## src/rtl/sample_stream_reader_pkg.sv

```systemverilog
// Shared types and constants for the sample stream reader and its output buffer.
package sample_stream_pkg;

  typedef enum logic [1:0] {
    StIdle,
    StRun,
    StDrain,
    StDone
  } state_e;

  localparam int unsigned ADDR_W_DEF = 16;
  localparam int unsigned DATA_W_DEF = 16;
  localparam int unsigned BUF_DEPTH  = 2;
  localparam int unsigned CNT_W      = $clog2(BUF_DEPTH + 1);

endpackage

```

## src/rtl/sample_stream_reader_if.sv

```systemverilog
// Valid/ready sample stream from the reader (master) to the playback consumer (slave).
interface sample_stream_reader_if #(
  parameter int unsigned DATA_W = 16
) ();

  logic [DATA_W-1:0] out_data;
  logic              out_valid;
  logic              out_ready;

  modport master (
    output out_data,
    output out_valid,
    input  out_ready
  );

  modport slave (
    input  out_data,
    input  out_valid,
    output out_ready
  );

endinterface

```

## src/rtl/sample_skid_fifo.sv

```systemverilog
// Two-entry registered FIFO; head is a register so the stream output comes straight off a flop.
module sample_skid_fifo
  import sample_stream_pkg::*;
#(
  parameter int unsigned DATA_W = DATA_W_DEF
) (
  input  logic              i_clk,
  input  logic              i_rst,
  input  logic              i_flush,
  input  logic              i_push,
  input  logic [DATA_W-1:0] i_data,
  input  logic              i_pop,
  output logic [CNT_W-1:0]  o_count,
  output logic [DATA_W-1:0] o_head,
  output logic              o_valid
);

  logic [DATA_W-1:0] r_head;
  logic [DATA_W-1:0] r_tail;
  logic [CNT_W-1:0]  r_count;
  logic              w_pop;
  logic              w_push;

  assign w_pop  = i_pop && (r_count != '0);
  // A push into a full buffer is only legal when a pop frees a slot in the same cycle.
  assign w_push = i_push && ((r_count != CNT_W'(BUF_DEPTH)) || w_pop);

  always_ff @(posedge i_clk) begin
    if (i_rst) begin
      r_head  <= '0;
      r_tail  <= '0;
      r_count <= '0;
    end else if (i_flush) begin
      r_count <= '0;
    end else begin
      unique case ({w_push, w_pop})
        2'b10: begin
          if (r_count == '0) r_head <= i_data;
          else               r_tail <= i_data;
          r_count <= r_count + CNT_W'(1);
        end
        2'b01: begin
          r_head  <= r_tail;
          r_count <= r_count - CNT_W'(1);
        end
        2'b11: begin
          if (r_count == CNT_W'(1)) begin
            r_head <= i_data;
          end else begin
            r_head <= r_tail;
            r_tail <= i_data;
          end
        end
        default: ;
      endcase
    end
  end

  assign o_count = r_count;
  assign o_head  = r_head;
  assign o_valid = (r_count != '0);

endmodule

```

## src/rtl/sample_stream_reader.sv

```systemverilog
// Streams a contiguous block of samples out of a 1-cycle-latency RAM over valid/ready.
// Optional SAMPLE_STREAM_LOOP_EN adds i_loop for endless replay of the block until abort.
module sample_stream_reader
  import sample_stream_pkg::*;
#(
  parameter int unsigned ADDR_W = ADDR_W_DEF,
  parameter int unsigned DATA_W = DATA_W_DEF,
  parameter int unsigned LEN_W  = ADDR_W + 1
) (
  input  logic                    i_clk,
  input  logic                    i_rst,
  input  logic                    i_start,
  input  logic [ADDR_W-1:0]       i_base_addr,
  input  logic [LEN_W-1:0]        i_length,
`ifdef SAMPLE_STREAM_LOOP_EN
  input  logic                    i_loop,
`endif
  input  logic                    i_abort,
  output logic                    o_mem_rd_en,
  output logic [ADDR_W-1:0]       o_mem_addr,
  input  logic [DATA_W-1:0]       i_mem_dout,
  sample_stream_reader_if.master  if_out,
  output logic                    o_busy,
  output logic                    o_done
);

  state_e            r_state;
  state_e            w_state_next;
  logic [ADDR_W-1:0] r_base;
  logic [LEN_W-1:0]  r_length;
  logic [LEN_W-1:0]  r_issued;
  logic [LEN_W-1:0]  r_emitted;
  logic              r_inflight;

  logic              w_accept;
  logic              w_loop;
  logic              w_rd_en;
  logic              w_pop;
  logic              w_push;
  logic              w_flush;
  logic              w_last_issue;
  logic              w_last_emit;
  logic [CNT_W-1:0]  w_fifo_count;
  logic [DATA_W-1:0] w_fifo_head;
  logic              w_fifo_valid;
  logic [CNT_W:0]    w_used;

`ifdef SAMPLE_STREAM_LOOP_EN
  logic r_loop;

  always_ff @(posedge i_clk) begin
    if (i_rst)         r_loop <= 1'b0;
    else if (w_accept) r_loop <= i_loop;
  end

  assign w_loop = r_loop;
`else
  assign w_loop = 1'b0;
`endif

  assign w_accept = (r_state == StIdle) && i_start && !i_abort;
  assign w_pop    = w_fifo_valid && if_out.out_ready;
  assign w_flush  = i_abort && ((r_state == StRun) || (r_state == StDrain));
  // Data arriving for a read issued before an abort is dropped by the flush.
  assign w_push   = r_inflight && !w_flush;

  // Slots committed after this cycle's pop; the in-flight read always owns one.
  assign w_used = {1'b0, w_fifo_count} + {{CNT_W{1'b0}}, r_inflight} - {{CNT_W{1'b0}}, w_pop};

  assign w_rd_en = (r_state == StRun) && !i_abort && (r_issued != r_length) &&
                   (w_used < (CNT_W + 1)'(BUF_DEPTH));

  assign w_last_issue = ((r_issued + LEN_W'(1)) == r_length);
  assign w_last_emit  = ((r_emitted + LEN_W'(1)) == r_length);

  assign o_mem_rd_en = w_rd_en;
  assign o_mem_addr  = w_rd_en ? (r_base + r_issued[ADDR_W-1:0]) : '0;

  always_ff @(posedge i_clk) begin
    if (i_rst) begin
      r_state    <= StIdle;
      r_base     <= '0;
      r_length   <= '0;
      r_issued   <= '0;
      r_emitted  <= '0;
      r_inflight <= 1'b0;
    end else begin
      r_state    <= w_state_next;
      r_inflight <= w_rd_en;
      if (w_accept) begin
        r_base    <= i_base_addr;
        r_length  <= i_length;
        r_issued  <= '0;
        r_emitted <= '0;
      end else begin
        if (w_rd_en) r_issued <= (w_last_issue && w_loop) ? '0 : r_issued + LEN_W'(1);
        if (w_pop)   r_emitted <= r_emitted + LEN_W'(1);
      end
    end
  end

  always_comb begin
    w_state_next = r_state;
    o_busy       = 1'b0;
    o_done       = 1'b0;
    unique case (r_state)
      StIdle: begin
        if (w_accept) w_state_next = (i_length == '0) ? StDone : StRun;
      end
      StRun: begin
        o_busy = 1'b1;
        if (i_abort)                                  w_state_next = StDone;
        else if (w_rd_en && w_last_issue && !w_loop) w_state_next = StDrain;
      end
      StDrain: begin
        o_busy = 1'b1;
        if (i_abort)                  w_state_next = StDone;
        else if (w_pop && w_last_emit) w_state_next = StDone;
      end
      StDone: begin
        o_done       = 1'b1;
        w_state_next = StIdle;
      end
      default: w_state_next = StIdle;
    endcase
  end

  sample_skid_fifo #(
    .DATA_W (DATA_W)
  ) u_fifo (
    .i_clk   (i_clk),
    .i_rst   (i_rst),
    .i_flush (w_flush),
    .i_push  (w_push),
    .i_data  (i_mem_dout),
    .i_pop   (w_pop),
    .o_count (w_fifo_count),
    .o_head  (w_fifo_head),
    .o_valid (w_fifo_valid)
  );

  assign if_out.out_valid = w_fifo_valid;
  assign if_out.out_data  = w_fifo_head;

endmodule

```

## src/flat_wrapper.sv

```systemverilog
// flat-port wrapper written by rule: the top's interface ports become plain ports
module sample_stream_reader_flat import sample_stream_pkg::*;
#(
  parameter int unsigned ADDR_W = ADDR_W_DEF,
  parameter int unsigned DATA_W = DATA_W_DEF,
  parameter int unsigned LEN_W  = ADDR_W + 1
)
  (i_clk, i_rst, i_start, i_base_addr, i_length, i_abort, o_mem_rd_en, o_mem_addr, i_mem_dout, o_busy, o_done, if_out_out_data, if_out_out_valid, if_out_out_ready);
  sample_stream_reader_if #(.DATA_W(DATA_W)) if_out_i ();
  input  logic i_clk;
  input  logic i_rst;
  input  logic i_start;
  input  logic [ADDR_W-1:0] i_base_addr;
  input  logic [LEN_W-1:0] i_length;
  input  logic i_abort;
  output logic o_mem_rd_en;
  output logic [ADDR_W-1:0] o_mem_addr;
  input  logic [DATA_W-1:0] i_mem_dout;
  output logic o_busy;
  output logic o_done;
  output wire logic [$bits(if_out_i.out_data)-1:0] if_out_out_data;
  output wire logic [$bits(if_out_i.out_valid)-1:0] if_out_out_valid;
  input wire logic [$bits(if_out_i.out_ready)-1:0] if_out_out_ready;
  assign if_out_out_data = if_out_i.out_data;
  assign if_out_out_valid = if_out_i.out_valid;
  assign if_out_i.out_ready = if_out_out_ready;
  sample_stream_reader #(.ADDR_W(ADDR_W), .DATA_W(DATA_W), .LEN_W(LEN_W)) u_core (.i_clk(i_clk), .i_rst(i_rst), .i_start(i_start), .i_base_addr(i_base_addr), .i_length(i_length), .i_abort(i_abort), .o_mem_rd_en(o_mem_rd_en), .o_mem_addr(o_mem_addr), .i_mem_dout(i_mem_dout), .if_out(if_out_i), .o_busy(o_busy), .o_done(o_done));
endmodule
```

## config.mk

```make
export PLATFORM = sky130hd
export DESIGN_NAME = sample_stream_reader_flat
export DESIGN_NICKNAME = d
export VERILOG_FILES = /design/src/rtl/sample_stream_reader_pkg.sv /design/src/rtl/sample_stream_reader_if.sv /design/src/rtl/sample_skid_fifo.sv /design/src/rtl/sample_stream_reader.sv /design/src/flat_wrapper.sv
export SDC_FILE = /design/constraint.sdc
export NUM_CORES = 1
export LEC_CHECK = 0
export ABC_AREA = 1
export BUFFER_PORTS_ARGS = -buffer_cell sky130_fd_sc_hd__buf_2
export CAP_MARGIN = 20
export CORE_UTILIZATION = 35
export CTS_BUF_LIST = sky130_fd_sc_hd__clkbuf_8
export CTS_CLUSTER_DIAMETER = 60
export CTS_CLUSTER_SIZE = 28
export DETAILED_ROUTE_END_ITERATION = 6
export GPL_TIMING_DRIVEN = 0
export SLEW_MARGIN = 20
export SYNTH_ARGS = -nofsm -noshare
export SYNTH_HDL_FRONTEND = slang
export SYNTH_HIERARCHICAL = 1
export SYNTH_SLANG_ARGS = --single-unit
```

## constraint.sdc

```tcl
create_clock -name i_clk -period 6.3 [get_ports i_clk]
set_clock_uncertainty 0.2 [all_clocks]
set_input_delay 1.575 -clock i_clk [delete_from_list [all_inputs] [get_ports i_clk]]
set_output_delay 1.575 -clock i_clk [all_outputs]
set_load 0.1 [all_outputs]
```

; After elaboration in Yosys (flattened, before gate mapping)
; Index checks and enable logic that the tools add are counted.
[totals]
ramBits = 0
word_cells = 81
output_inout_bits = 36
latch_bits = 0
inputBits = 54
rom_bits = 0
reg_bits = 104
memories = 0
[classes]
n_eq_ne = 17
n_mux = 17
bitwise_logic = 1
shifts = 0
div_mod_pow = 0
n_addsub = 7
n_reduce_logical = 29
n_lt_le_gt_ge = 1
mul = 0
[op_table]
columns = op, count
row1 = two-way mux 16 bit, 5
row2 = one-hot mux 16 bit (3 select lines), 1
row3 = adder 17 x 1 -> 17 bit (second input constant), 2
row4 = equality test 17 bit, 2
row5 = one-hot mux 16 bit (2 select lines), 1
row6 = zero test 17 bit, 1
row7 = != test 17 bit, 1
row8 = adder 16 bit, 1
row9 = logical AND 1 bit, 12
row10 = two-way mux 2 bit, 6
row11 = equality test 2 bit (second input constant), 4
row12 = != test 2 bit (second input constant), 4
row13 = one-hot mux 2 bit (4 select lines), 1
row14 = equality test 2 x 1 -> 1 bit (second input constant), 3
row15 = != test 3 bit (second input constant), 2
row16 = AND reduction 3 bit, 2
row17 = nonzero test 2 bit, 3
row18 = OR reduction 2 bit, 3
row19 = zero test 2 bit, 2
row20 = one-hot mux 2 bit (2 select lines), 1
row21 = AND reduction 4 bit, 1
row22 = adder 2 x 1 -> 3 bit, 1
row23 = < comparator 3 x 2 -> 1 bit (second input constant), 1
row24 = nonzero test 3 bit, 1
row25 = 8 further kinds, 11

; Depth between registers and ports, before layout
; Gate-level depths: netlist (run 1).
[depth]
ltp_word = 9
ltp_mapped = 18
ltp_nobuf = 17

; By module
; Netlist (run 1), hierarchy kept.
[modules_own_cells]
columns = module, seq_area_each_um2, instances, area_each_um2, cells_each
row1 = sample_stream_reader, 1401.3, 1, 4968.5, 790
row2 = sample_skid_fifo, 680.7, 1, 1685.4, 256

; Least setup slack after synthesis (run 1)
; No wires, ideal clock.
[synth_timing]
path_kind = input to output
start = input if_out_out_ready
end = output o_mem_addr[2]
path_slack_ns = -1.363
t_arrival_ns = 5.888
path_buffers = 2
path_stages = 10
required_time_ns = 4.525
cell_sequence = nand2_1 clkinv_1 buf_1 ha_1 nor2_1 fa_1 nor4_1 nand2_2 buf_1 nor3_1
[synth_between]
elab_chain_cells = 5
[synth_lines]
columns = item, line
row1 = from (decl), flat_wrapper.sv:23  ; input wire logic [$bits(if_out_i.out_ready)-1:0] if_out_out_ready;
row2 = logical AND 1 bit, sample_stream_reader.sv:62  ; assign w_pop = w_fifo_valid && if_out.out_ready;
row3 = net u_core.w_pop, sample_stream_reader.sv:38  ; logic w_pop;
row4 = subtractor 3 x 1 -> 3 bit, sample_stream_reader.sv:68  ; assign w_used = {1'b0, w_fifo_count} + {{CNT_W{1'b0}}, r_inflight} - {{CNT_W{1'b0}}, w_pop};
row5 = < comparator 3 x 2 -> 1 bit, sample_stream_reader.sv:71  ; (w_used < (CNT_W + 1)'(BUF_DEPTH));
row6 = logical AND 1 bit, sample_stream_reader.sv:70  ; assign w_rd_en = (r_state == StRun) && !i_abort && (r_issued != r_length) &&
row7 = two-way mux 16 bit, sample_stream_reader.sv:77  ; assign o_mem_addr = w_rd_en ? (r_base + r_issued[ADDR_W-1:0]) : '0;
row8 = to (decl), flat_wrapper.sv:17  ; output logic [ADDR_W-1:0] o_mem_addr;
; The timed path passes the listed nets, and every way through them passes these cells.

; Worst setup path after layout (run 1)
[layout_timing]
start = input if_out_out_ready
end = output o_mem_addr[6]
; The elaborated chain is that of the path after synthesis.

==> results of run 1 <==
placed cells by master (no fill, tap or decap), types with 6 or more instances in the layout:
| cell type | n |
|---|---|
| buf_6 | 6 |
| a21oi_1 | 63 |
| nand4_1 | 13 |
| dfxtp_1 | 104 |
| inv_1 | 106 |
| nor2_2 | 15 |
| clkbuf_8 | 9 |
| a21oi_4 | 6 |
| xor2_1 | 10 |
| xnor2_1 | 9 |
| nor2_1 | 167 |
| ha_1 | 26 |
| buf_4 | 12 |
| nand2_1 | 247 |
| buf_2 | 79 |
| nand3_1 | 83 |
| clkbuf_1 | 17 |
| o21ai_0 | 89 |
| nand2_2 | 10 |
| nor2_4 | 10 |
cell type report:
cell class / instances / area [um^2] / area share
tap: 234 / 293 / 0.0372
sequential: 104 / 2080 / 0.265
clock buffer: 9 / 124 / 0.0157
inverter: 113 / 429 / 0.0545
buffer: 31 / 163 / 0.0207
clock inverter: 7 / 73.8 / 0.00938
timing repair buffer: 92 / 568 / 0.0722
multi-input combinational: 798 / 4140 / 0.526
power by group through the flow:
| stage | registers (mW) | logic, mW | clock network (mW) |
|---|---|---|---|
| after floorplan | 0.918 | 0.622 | 0 |
| after global placement | 0.839 | 0.911 | 0 |
| after detailed placement | 0.840 | 0.915 | 0 |
| after CTS | 0.826 | 0.934 | 0.450 |
| after global routing | 0.839 | 1.05 | 0.476 |
| final | 0.826 | 0.952 | 0.435 |
worst max-delay path, stage by stage:
cell and delay (ns):
buf_2 0.12, nand2_4 0.13, clkinv_4 0.11, buf_4 0.21, ha_1 0.30, nor2_1 0.13
fa_1 0.47, nor4_4 0.38, nand2_4 0.13, buf_12 0.15, buf_2 0.24, nor2_2 0.15
buf_4 0.29
per-layer routing:
layer  global-route usage  part of all wire
met5                    0                 0
met1                0.273              0.47
met3               0.0447             0.064
met2                0.328              0.44
met4               0.0752             0.027
synth_stat cells, drive strengths merged:
cell type | number | share of area
xnor3 | 2 | 0.0068
nand3 | 87 | 0.068
a31oi | 1 | 0.00094
o21bai | 6 | 0.0079
xor2 | 10 | 0.013
xnor2 | 9 | 0.012
buf | 13 | 0.011
ha | 26 | 0.049
nand4 | 13 | 0.012
clkbuf | 18 | 0.010
nor3 | 5 | 0.0038
nor3b | 3 | 0.0034
clkinv | 2 | 0.0011
nor4 | 5 | 0.0047
a21o | 1 | 0.0011
dfxtp | 104 | 0.31
o211ai | 1 | 0.0011
nand3b | 2 | 0.0023
nand2 | 262 | 0.16
a211oi | 3 | 0.0034
o41ai | 1 | 0.0013
nor2 | 192 | 0.12
inv | 111 | 0.063
o21ai | 92 | 0.069
a21oi | 70 | 0.055
fa | 2 | 0.0060
o21a | 1 | 0.0011
o22ai | 1 | 0.00094
a21boi | 3 | 0.0034
kinds of logic (layout without fill, tap and decap cells):
| kind of cell | after synthesis | after routing | share of synthesized area |
|---|---|---|---|
| xor gates and xnor gates | 21 | 21 | 0.0318 |
| AOI/OAI and AO/OA | 180 | 180 | 0.145 |
| DFF | 104 | 104 | 0.313 |
| buffers and inverters | 144 | 252 | 0.0850 |
| and+or+nand+nor | 569 | 569 | 0.370 |
| adders and majority gates | 28 | 28 | 0.0549 |
state kept, by name (all words and copies together), names as in the netlist:
signal and count:
u_core/r_emitted 17, u_core/r_issued 17, u_core/r_length 17, u_core/r_base 16, u_core/u_fifo/o_head 16, u_core/u_fifo/r_tail 16, u_core/r_state 2, u_core/u_fifo/o_count 2
u_core/r_inflight 1
worst paths after layout:
kind / startpoint / endpoint / slack (ns)
worst min-delay path: u_core/u_fifo/r_tail[14]$_SDFFE_PP0P_ / u_core/u_fifo/r_tail[14]$_SDFFE_PP0P_ / 0.30
worst max-delay path: if_out_out_ready / o_mem_addr[6] / 0.13
worst min register to register: u_core/u_fifo/r_tail[14]$_SDFFE_PP0P_ / u_core/u_fifo/r_tail[14]$_SDFFE_PP0P_ / 0.30
worst max register to register: u_core/u_fifo/o_count[1]$_SDFFE_PP0P_ / u_core/r_state[1]$_SDFFE_PP0P_ / 2.59
stage by stage:
| stage | total power, mW | setup TNS (ns) |
|---|---|---|
| 4_1_cts | 2.21 | 0 |
| 5_1_grt | 2.37 | -0.0123 |
| 3_3_place_gp | 1.75 | -8.83 |
| 6_report | 2.21 | 0 |
| 2_1_floorplan | 1.54 | -0.365 |
| 3_5_place_dp | 1.75 | -9.37 |
repair_timing:
action | CTS | global route
setup endpoints to repair | 17 | 9
pin swaps | 1 | 2
buffers inserted | 1 | 2
gates resized for setup | 27 | 14
==> impl_metrics.csv, run 1 <==
group,metric,value,unit
run_status,status,"complete, no violations",
pwr,p_leak,3.54,nW
pwr,pwr-share-clk,0.196,
place,dp_hpwl,15100,um
yosys,syn_nets,1128,
critical_path,crit_type,"in -> out",
clock_tree,cts_tree,"done",
clock_tree,cts_buffer_depth,2,
place,gp_congestion,0.897,
floorplanning,initial_core_util,0.357,
critical_path,start_kind,"input port",
global_route,grt_max_degree,21,
clock_tree,htree_levels,3,
floorplanning,die_h,140,um
detailed_routing,ant_nets,0,
detailed_routing,wirelength,19600,um
critical_path,critical_path_arrival,4.40,ns
final_layout,postLayoutCoreUtil,0.422,
detailed_routing,routed-via-count,6976,
floorplanning,coreArea,0.0186,mm^2
pwr,ir_worst_vdd,0.285,mV
yosys,syn_inst,1046,
yosys,ys_types,44,
final_layout,areaGrowthSynthToFinish,18.3,%
hold_path,min_path_cells,2,
place,dpl-instance-area,0.00751,mm^2
pwr,power_frac_comb,0.430,
detailed_routing,route.detailed.drc,0,
clock_tree,clockRootBuffer,"clkbuf_8",
critical_path,crit_path_end_kind,"output port",
timing,drv_slew,0,
final_layout,drive_gt1_frac,0.158,
timing,slew_headroom,0.423,
pwr,p_per_area,281,mW/mm^2
critical_path,worstPathRequired,4.53,ns
place,io_buffers,89,
yosys,synth_seq_cells,104,
floorplanning,die_w,140,um
timing,max_clock_freq,0.162,GHz
pwr,p_switching,1.04,mW
clock_tree,cts.reportedPaths.clkPinSlew,0.12,ns
yosys,synthesis.area,0.00665,mm^2
floorplanning,top_level_ports,90,
timing,tightest_slew,0.866,ns
hold_path,hold_path_class,"reg -> reg",
final_layout,fin_cells,1388,
pwr,p_seq_frac,0.373,
place,dpl.cell_count,1369,
floorplanning,rows,50,
yosys,ys_warn_count,6,
yosys,ys_seq_area_frac,0.313,
detailed_routing,wl_per_cell,14.1,um
timing,fin_ws,0.129,ns
clock_tree,cts_inserted_buffers,9,
floorplanning,die_area,0.0196,mm^2
critical_path,crit_fanout,13,
global_route,overflow,0,
pwr,p_sw_frac,0.468,
final_layout,nNetsFinal,1231,
clock_tree,cts.sinks,104,
pwr,p_int,1.18,mW
timing,hold_viol,0,
run,cap_viol_max_count,0,
detailed_routing,vias_per_cell,5.03,
detailed_routing,drt_pass1_iterations,5,
final_layout,antennaDiodeCount,0,
global_route,grt_pass1_vias,6422,
global_route,antenna_found_initial,0,
detailed_routing,drt_iter0_drc,451,
global_route,grtUsageTotal,0.206,
timing,whs,0.298,ns
place,pre_cts_ws,-0.678,ns
critical_path,worst_r2r_path_depth,18,
clock_tree,worstSkewPairLatency,0.42,ns
final_layout,fill_cells,2023,
timing,finalSetupViolCount,0,
timing,layout_min_cycle_time,6.17,ns
timing,post-route-period-util,0.980,
clock_tree,cts_hold_buffers,0,
final_layout,final_area,0.00787,mm^2
global_route,grt_pass1_wl,31900,um
yosys,syn_area_per_cell,6.36,um^2
Power figures use the tool's default switching activity.
==> run 2, diff against run 1 <==
--- a/config.mk
+++ b/config.mk
@@ -13,7 +13,6 @@
 export CTS_CLUSTER_DIAMETER = 60
 export CTS_CLUSTER_SIZE = 28
 export DETAILED_ROUTE_END_ITERATION = 6
-export GPL_TIMING_DRIVEN = 0
 export SLEW_MARGIN = 20
 export SYNTH_ARGS = -nofsm -noshare
 export SYNTH_HDL_FRONTEND = slang
==> impl_metrics.csv, run 2 (same netlist as run 1, synthesis figures left out) <==
group,metric,value,unit
hold_path,hold_path_class,"reg -> reg",
critical_path,slowest_delay,0.44,ns
timing,drv_slew,0,
clock_tree,cts_inserted_buffers,9,
final_layout,mostFrequentLayoutCells,"248 x nand2_1, 167 x nor2_1, 106 x inv_1",
final_layout,nNetsFinal,1203,
clock_tree,cts_tree,"done",
timing,max_clock_freq,0.173,GHz
final_layout,drive_gt1_frac,0.152,
detailed_routing,vias_per_cell,4.93,
floorplanning,die_w,140,um
timing,hold_viol,0,
clock_tree,cts.sinks,104,
clock_tree,cts_resized,0,
critical_path,start_kind,"input port",
timing,layout_min_cycle_time,5.78,ns
timing,tightest_slew,1.01,ns
timing,rsz0062_at_grt,"false",
floorplanning,die_area,0.0196,mm^2
global_route,overflow,0,
critical_path,r2r_start,"u_core/r_state[0]$_SDFFE_PP0P_",
hold_path,hold_path_startpoint,"u_core/u_fifo/r_tail[14]$_SDFFE_PP0P_",
detailed_routing,drt_pass1_iterations,5,
critical_path,worstPathRequired,4.53,ns
detailed_routing,wirelength,18400,um
critical_path,crit_type,"in -> out",
pwr,p_leak,3.49,nW
place,dpl.cell_count,1344,
detailed_routing,wl_per_cell,13.5,um
floorplanning,coreArea,0.0186,mm^2
detailed_routing,ant_nets,0,
clock_tree,cts_hold_buffers,0,
critical_path,slowest_stage,"fa_1",
clock_tree,clockRootBuffer,"clkbuf_8",
final_layout,postLayoutCoreUtil,0.421,
global_route,antenna_found_initial,0,
pwr,ir_worst_vdd,0.198,mV
global_route,grt_pass1_vias,6114,
floorplanning,die_h,140,um
final_layout,top_regs,"u_core/r_emitted (17), u_core/r_issued (17), u_core/r_length (17)",
clock_tree,worstSkewPairLatency,0.39,ns
critical_path,crit_start,"if_out_out_ready",
floorplanning,top_level_ports,90,
final_layout,final_common_cell,"nand2_1",
timing,slew_headroom,0.328,
critical_path,cp_cell_sequence,"buf_2 > nand2_1 > clkinv_2 > ha_1 > nor2_1 > fa_1 > nor4_2 > nand2_2 > inv_2 > buf_4 > nand2_1 > nor2_4 > buf_12",
global_route,grt_pass1_wl,30600,um
critical_path,critical_path_arrival,4.00,ns
detailed_routing,drt_iter0_drc,471,
floorplanning,initial_core_util,0.357,
place,io_buffers,89,
clock_tree,cts.reportedPaths.clkPinSlew,0.11,ns
clock_tree,cts_buffer_depth,2,
critical_path,crit_fanout,16,
final_layout,areaGrowthSynthToFinish,17.9,%
final_layout,fin_cells,1360,
detailed_routing,routed-via-count,6702,
run,cap_viol_max_count,0,
critical_path,cp_num_buf_inv,5,
global_route,grt_max_degree,49,
timing,finalSetupViolCount,0,
clock_tree,post-cts-setup-buffers,0,
final_layout,fill_cells,2016,
floorplanning,rows,50,
critical_path,crit_path_end_kind,"output port",
critical_path,cp_common_cell,"nand2_1",
place,gp_congestion,0.846,
final_layout,antennaDiodeCount,0,
pwr,p_per_area,275,mW/mm^2
detailed_routing,route.detailed.drc,0,
clock_tree,htree_levels,3,
run_status,status,"complete, no violations",
global_route,grtUsageTotal,0.194,
place,dp_hpwl,13800,um
timing,post-route-period-util,0.917,
critical_path,cp_top_family,"simple AND/OR/NAND/NOR gates",
==> run 2: cell count changes in the layout (fill, tap and decap cells not counted), moves of 2 or more <==
cell and change:
buf_8 -2, buf_6 -6, clkbuf_1 -17, buf_2 -7, buf_4 -6, nand2_4 -2, buf_12 +14, clkbuf_4 -2
==> run 2: power by group <==
part | switching (mW) | internal (mW)
Clock | 0.268 | 0.152
Combinational | 0.651 | 0.265
Sequential | 0.0793 | 0.746
Total | 0.998 | 1.16
==> run 2: path summary, 6_finish.rpt <==
check	depth (start not counted)	slack (ns)	to
worst min register to register	2	0.29	u_core/u_fifo/r_tail[14]$_SDFFE_PP0P_
worst max register to register	11	2.65	u_core/r_emitted[8]$_SDFFE_PP0P_
worst max-delay path	13	0.52	o_mem_addr[3]
worst min-delay path	2	0.29	u_core/u_fifo/r_tail[14]$_SDFFE_PP0P_
==> run 2: metal layers <==
layer	up-vias	GRT usage	routed length [um]
met4	0	0.0382	142
li1	3525	-	-
met2	140	0.320	8430
met3	9	0.0330	778
met1	3028	0.264	9070
met5	-	0	0
==> run 2: metrics by stage <==
step	TNS [ns]	total power, mW	hold slack [ns]	setup WS, ns	area (um^2)
after floorplan	-0.365	1.54	0.255	-0.0527	6780
after global placement	0	1.75	0.263	0.512	7660
after detailed placement	0	1.76	0.275	0.485	7660
after CTS	0	2.18	0.296	0.486	7850
after global routing	0	2.31	0.313	0.320	7850
final	0	2.16	0.294	0.521	7850
==> run 2: worst min-delay path: stages (launching register included) <==
cell and delay (ns):
dfxtp_1 0.33, nor2_1 0.09, nor2_1 0.05
==> run 2: layout make-up <==
type,count,area [um^2],share of cell area
Clock buffer,9,124,0.0158
Multi-Input combinational cell,798,4120,0.524
Sequential cell,104,2080,0.265
Clock inverter,7,62.6,0.00797
Tap cell,234,293,0.0373
Inverter,113,425,0.0542
Timing Repair Buffer,95,746,0.0950
